==> config.mk <==
export PLATFORM = sky130hd
export DESIGN_NAME = count_stream_tx_flat
export DESIGN_NICKNAME = d
export VERILOG_FILES = /design/src/rtl/count_stream_pkg.sv /design/src/rtl/count_stream_if.sv /design/src/rtl/count_stream_fifo.sv /design/src/rtl/count_stream_tx.sv /design/src/flat_wrapper.sv
export SDC_FILE = /design/constraint.sdc
export NUM_CORES = 1
export LEC_CHECK = 0
export CORE_MARGIN = 3
export CORE_UTILIZATION = 53
export CTS_BUF_LIST = sky130_fd_sc_hd__clkbuf_16
export DETAILED_ROUTE_END_ITERATION = 10
export GPL_ROUTABILITY_DRIVEN = 0
export PLACE_DENSITY_LB_ADDON = 0.3
export SYNTH_ARGS = -nofsm -noshare
export SYNTH_HDL_FRONTEND = slang
export SYNTH_SLANG_ARGS = --single-unit
==> constraint.sdc <==
create_clock -name clk -period 2.8 [get_ports clk]
set_input_delay 0.28 -clock clk [delete_from_list [all_inputs] [get_ports clk]]
set_output_delay 0.28 -clock clk [all_outputs]
set_load 0.1 [all_outputs]
==> src/rtl/count_stream_pkg.sv <==
// rtl/count_stream_pkg.sv - shared defaults, widths and beat type for the counter sample stream
package count_stream_pkg;

    localparam int WIDTH_DEF  = 8;
    localparam int DEPTH_DEF  = 4;
    localparam int DROP_W_DEF = 8;

    localparam int PTR_W = $clog2(DEPTH_DEF);
    localparam int LVL_W = $clog2(DEPTH_DEF + 1);

    typedef struct packed {
        logic                 valid;
        logic [WIDTH_DEF-1:0] data;
    } sample_t;

endpackage

==> src/rtl/count_stream_if.sv <==
// rtl/count_stream_if.sv - valid/ready sample stream toward the interconnect
interface count_stream_if #(
    parameter int WIDTH = 8
) ();
    logic             out_valid;
    logic             out_ready;
    logic [WIDTH-1:0] out_data;

    modport master (output out_valid, output out_data, input out_ready);
    modport slave  (input out_valid, input out_data, output out_ready);
endinterface

==> src/rtl/count_stream_fifo.sv <==
// rtl/count_stream_fifo.sv - registered FIFO with occupancy; caller guarantees no overflow/underflow
module count_stream_fifo #(
    parameter int WIDTH = 8,
    parameter int DEPTH = 4
) (
    input  logic                       clk,
    input  logic                       rst,
    input  logic                       push_i,
    input  logic [WIDTH-1:0]           push_data_i,
    input  logic                       pop_i,
    output logic                       valid_o,
    output logic [WIDTH-1:0]           data_o,
    output logic [$clog2(DEPTH+1)-1:0] level_o
);
    localparam int PW = $clog2(DEPTH);
    localparam int LW = $clog2(DEPTH + 1);

    logic [WIDTH-1:0] mem_q [DEPTH];
    logic [PW-1:0]    wr_ptr_q, wr_ptr_d;
    logic [PW-1:0]    rd_ptr_q, rd_ptr_d;
    logic [LW-1:0]    level_q, level_d;

    always_comb begin
        wr_ptr_d = wr_ptr_q;
        rd_ptr_d = rd_ptr_q;
        level_d  = level_q;
        if (push_i) wr_ptr_d = wr_ptr_q + PW'(1);
        if (pop_i)  rd_ptr_d = rd_ptr_q + PW'(1);
        case ({push_i, pop_i})
            2'b10:   level_d = level_q + LW'(1);
            2'b01:   level_d = level_q - LW'(1);
            default: level_d = level_q;
        endcase
    end

    always_ff @(posedge clk) begin
        if (rst) begin
            wr_ptr_q <= '0;
            rd_ptr_q <= '0;
            level_q  <= '0;
        end else begin
            wr_ptr_q <= wr_ptr_d;
            rd_ptr_q <= rd_ptr_d;
            level_q  <= level_d;
        end
    end

    // Storage needs no reset; occupancy alone decides what is visible.
    always_ff @(posedge clk) begin
        if (push_i) mem_q[wr_ptr_q] <= push_data_i;
    end

    assign valid_o = (level_q != '0);
    assign data_o  = valid_o ? mem_q[rd_ptr_q] : '0;
    assign level_o = level_q;

endmodule

==> src/rtl/count_stream_tx.sv <==
// rtl/count_stream_tx.sv - samples the counter on strobe, buffers, streams out, counts drops
module count_stream_tx
    import count_stream_pkg::*;
#(
    parameter int WIDTH       = WIDTH_DEF,
    parameter int DEPTH       = DEPTH_DEF,
    parameter int DROP_W      = DROP_W_DEF,
    parameter bit CHANGE_ONLY = 1'b0
) (
    input  logic                       clk,
    input  logic                       rst,
    input  logic                       in_valid,
    input  logic [WIDTH-1:0]           in_data,
    count_stream_if.master             out,
    output logic [$clog2(DEPTH+1)-1:0] level,
    output logic [DROP_W-1:0]          drop_count,
    input  logic                       clr_drop
);
    localparam int LW = $clog2(DEPTH + 1);
    localparam logic [LW-1:0] FULL_LVL = LW'(DEPTH);

    logic              fifo_valid;
    logic [WIDTH-1:0]  fifo_data;
    logic [LW-1:0]     fifo_level;

    logic              push, pop, accept, drop, full;
    logic              last_vld_q, last_vld_d;
    logic [WIDTH-1:0]  last_data_q, last_data_d;
    logic [DROP_W-1:0] drop_q, drop_d;

    assign full   = (fifo_level == FULL_LVL);
    assign pop    = fifo_valid && out.out_ready;
    assign push   = in_valid && !(CHANGE_ONLY && last_vld_q && (in_data == last_data_q));
    // A simultaneous pop frees the head slot, so a full FIFO can still take the sample.
    assign accept = push && (!full || pop);
    assign drop   = push && !accept;

    always_comb begin
        last_vld_d  = last_vld_q;
        last_data_d = last_data_q;
        if (accept) begin
            last_vld_d  = 1'b1;
            last_data_d = in_data;
        end
    end

    always_comb begin
        drop_d = drop_q;
        if (clr_drop)
            drop_d = '0;
        else if (drop && (drop_q != '1))
            drop_d = drop_q + DROP_W'(1);
    end

    always_ff @(posedge clk) begin
        if (rst) begin
            last_vld_q  <= 1'b0;
            last_data_q <= '0;
            drop_q      <= '0;
        end else begin
            last_vld_q  <= last_vld_d;
            last_data_q <= last_data_d;
            drop_q      <= drop_d;
        end
    end

    count_stream_fifo #(
        .WIDTH (WIDTH),
        .DEPTH (DEPTH)
    ) u_fifo (
        .clk         (clk),
        .rst         (rst),
        .push_i      (accept),
        .push_data_i (in_data),
        .pop_i       (pop),
        .valid_o     (fifo_valid),
        .data_o      (fifo_data),
        .level_o     (fifo_level)
    );

    assign out.out_valid = fifo_valid;
    assign out.out_data  = fifo_data;
    assign level         = fifo_level;
    assign drop_count    = drop_q;

endmodule

==> src/flat_wrapper.sv <==
// flat-port wrapper written by rule: the top's interface ports become plain ports
module count_stream_tx_flat import count_stream_pkg::*;
#(
    parameter int WIDTH       = WIDTH_DEF,
    parameter int DEPTH       = DEPTH_DEF,
    parameter int DROP_W      = DROP_W_DEF,
    parameter bit CHANGE_ONLY = 1'b0
)
  (clk, rst, in_valid, in_data, level, drop_count, clr_drop, out_out_valid, out_out_data, out_out_ready);
  count_stream_if #(.WIDTH(WIDTH)) out_i ();
  input  logic clk;
  input  logic rst;
  input  logic in_valid;
  input  logic [WIDTH-1:0] in_data;
  output logic [$clog2(DEPTH+1)-1:0] level;
  output logic [DROP_W-1:0] drop_count;
  input  logic clr_drop;
  output wire logic [$bits(out_i.out_valid)-1:0] out_out_valid;
  output wire logic [$bits(out_i.out_data)-1:0] out_out_data;
  input wire logic [$bits(out_i.out_ready)-1:0] out_out_ready;
  assign out_out_valid = out_i.out_valid;
  assign out_out_data = out_i.out_data;
  assign out_i.out_ready = out_out_ready;
  count_stream_tx #(.WIDTH(WIDTH), .DEPTH(DEPTH), .DROP_W(DROP_W), .CHANGE_ONLY(CHANGE_ONLY)) u_core (.clk(clk), .rst(rst), .in_valid(in_valid), .in_data(in_data), .out(out_i), .level(level), .drop_count(drop_count), .clr_drop(clr_drop));
endmodule
==> key figures <==
Power
  – Max VDD drop: 279 µV
  – Leakage: 0.966 nW
  – P per Cell Area: 742 mW/mm²

STA
  – Final Max Slew Viols: 0
  – Final worst path period share: 77.2%
  – Crit path time final: 2.16 ns
  – Final Hold Viols: 0
  – Slew @ Worst Pin: 0.534 ns
  – Max-slew headroom: 64.3%
  – Number of setup violations in the final report: 0
  – RSZ-0062 raised after global routing: false
  – Setup Skew: 0.00459 ns
  – PnR worst setup slack: 0.638 ns
  – Max Freq: 0.463 GHz

Synth
  – Syn_area_per_cell: 13.2 µm²
  – Syn_nets: 189
  – Mapped Area: 0.00225 mm²
  – Synth Instances: 170
  – Number of synthesized flops with an enable pin: 32
  – Ys flop type: edfxtp_1
  – Distinct cells, synth: 48
  – Post-synth ARST share: 0%
  – Synth Register Bits: 49
  – Synth Warn #: 0
  – Sequential fraction of the synthesis area: 57.8%

Clock tree
  – TritonCTS clock tree: yes
  – Post-CTS Setup Bufs: 0
  – Hold-fix buffers, CTS: 0
  – Post-CTS resize count: 0
  – Sink Count: 49
  – Clock latency on the worst-skew pair: 0.28 ns
  – Total clock buffers created by CTS: 5
  – CTS root buf: clkbuf_16
  – Reg clk slew, reported paths: 0.06 ns
  – Htree depth: 2
  – Clock Path Buffers: 2

Floorplanning
  – Core area: 0.00406 mm²
  – Die Ht: 71.2 µm
  – Initial Utilization: 55.4%
  – Die X: 71.2 µm
  – # IOs: 33
  – Std-Cell Rows: 23
  – Full die area: 0.00506 mm²

Cells and area
  – Most common cell after layout, fill and taps aside: edfxtp_1
  – Antenna cell count: 0
  – Fillers: 280
  – Layout cell share with drive strength beyond 1: 23.8%
  – Most frequent cells in the layout: 32 x edfxtp_1, 22 x buf_4, 17 x dfxtp_1, 12 x clkdlybuf4s50_1, 10 x nor2b_1
  – Area grow syn2layout: 21.5%
  – Final #Nets: 220
  – Design Area, Final: 0.00273 mm²

Placement
  – Post-DP HPWL: 3.01 mm
  – Placed instance area: 0.00254 mm²
  – Port Buffer Count: 32
  – Place WS: 0.569 ns

GRT
  – First-pass GRT wire length: 7.49 mm
  – Initial antenna violation count: 0
  – Largest net degree at the start of global routing: 20
  – Vias in the first global route: 1502
  – GRT overflow: 0
  – Gr usage total: 19.0%

Setup path
  – CP endpoint kind: output pin
  – FF-to-FF path depth: 7
  – Worst setup path category: flip-flop to output pin
  – Worst endpoint required time: 2.52 ns
  – CP Launch Type: flip-flop
  – R2R Setup Slk: 0.94 ns
  – WP data arrival: 1.88 ns
  – Crit-path max FO: 8

Run
  – Max cap viols: 0

Route
  – DR pass1 iterations: 4
  – Vias per cell: 5.81
  – Antenna-violating nets left: 0
  – Via count: 1463
  – Iteration-0 DRC Markers: 95
  – DRC Markers: 0
  – Total Wirelength: 4.35 mm
  – WL/cell: 17.3 µm

Status
  – Status: completed

Hold path
  – Hold Path Depth: 2
  – HP Class: flip-flop to flip-flop
power breakdown:
group          internal (mW)  switching [mW]
clock network          0.510           0.246
registers              0.804          0.0353
logic                  0.125           0.309
routing by layer:
layer / track usage [%] / up-vias / part of all wire [%]
met3: 4.97 / 4 / 5.7
met1: 23.7 / 720 / 41
li1: - / 697 / -
met5: 0 / - / 0
met2: 32.7 / 42 / 53
met4: 5.22 / 0 / 0.57
registers in the layout, indices dropped and copies added, names as in the netlist, named ones only:
register                count
u_core.u_fifo.level_o       3
u_core.u_fifo.mem_q        32
u_core.drop_count           8
u_core.u_fifo.rd_ptr_q      2
u_core.u_fifo.wr_ptr_q      2
worst paths after layout:
path                             from                  endpoint
min              u_core.drop_count[5]      u_core.drop_count[5]
max reg2reg  u_core.u_fifo.level_o[0]  u_core.u_fifo.level_o[1]
min reg2reg      u_core.drop_count[5]      u_core.drop_count[5]
max                         flip-flop           out_out_data[7]
cell type report:
class	count	area, µm²	share of cell area, %
Tap cell	50	62.6	2.29
Timing Repair Buffer	34	285	10.4
Sequential cell	49	1300	47.6
Clock inverter	3	65.1	2.38
Multi-Input combinational cell	103	865	31.6
Clock buffer	5	125	4.58
Inverter	8	30.0	1.10
cells in the mapped netlist, types with 2 or more instances:
master	number	area (µm²)
a21oi_1	3	15.0
and3_1	6	37.5
a211oi_2	2	25.0
buf_2	2	10.0
or3_1	2	12.5
nand3_1	9	45.0
nor3_1	2	10.0
dfxtp_1	17	340
mux2i_1	4	40.0
edfxtp_1	32	961
inv_1	8	30.0
nor2b_1	10	62.6
clkbuf_1	4	15.0
ha_1	5	62.6
o2111ai_1	2	17.5
nor2_1	8	30.0
mux4_2	8	180
xor2_1	3	26.3
nand2_1	8	30.0
o21ai_0	3	15.0
a211oi_1	2	15.0
buf_6	2	22.5
a31oi_1	3	18.8
worst max-delay path: stages (launching register included):
cell     delay, ns
dfxtp_1       0.65
mux4_2        0.57
nor2b_1       0.14
buf_4         0.23
cell families after synthesis:
family	count (synthesis)	synth area share [%]
flip-flops	49	57.8
XOR/XNOR	4	1.56
adder cells (fa/ha/maj)	6	3.67
AND/OR/NAND/NOR	56	14.5
buffers and inverters	18	3.95
AO/OA/AOI/OAI	25	8.68
multiplexers	12	9.79
stage by stage:
stage	power (mW)	util, %	instances	hold slack [ns]	TNS, ns
after floorplan	1.19	-	170	0.379	-1.45
after global placement	1.28	62.7	244	0.490	0
after detailed placement	1.29	62.7	244	0.507	0
after CTS	2.04	67.4	252	0.521	0
after global routing	2.10	67.4	252	0.558	0
final	2.03	67.4	252	0.522	0
(Power assumes the default switching activity.)
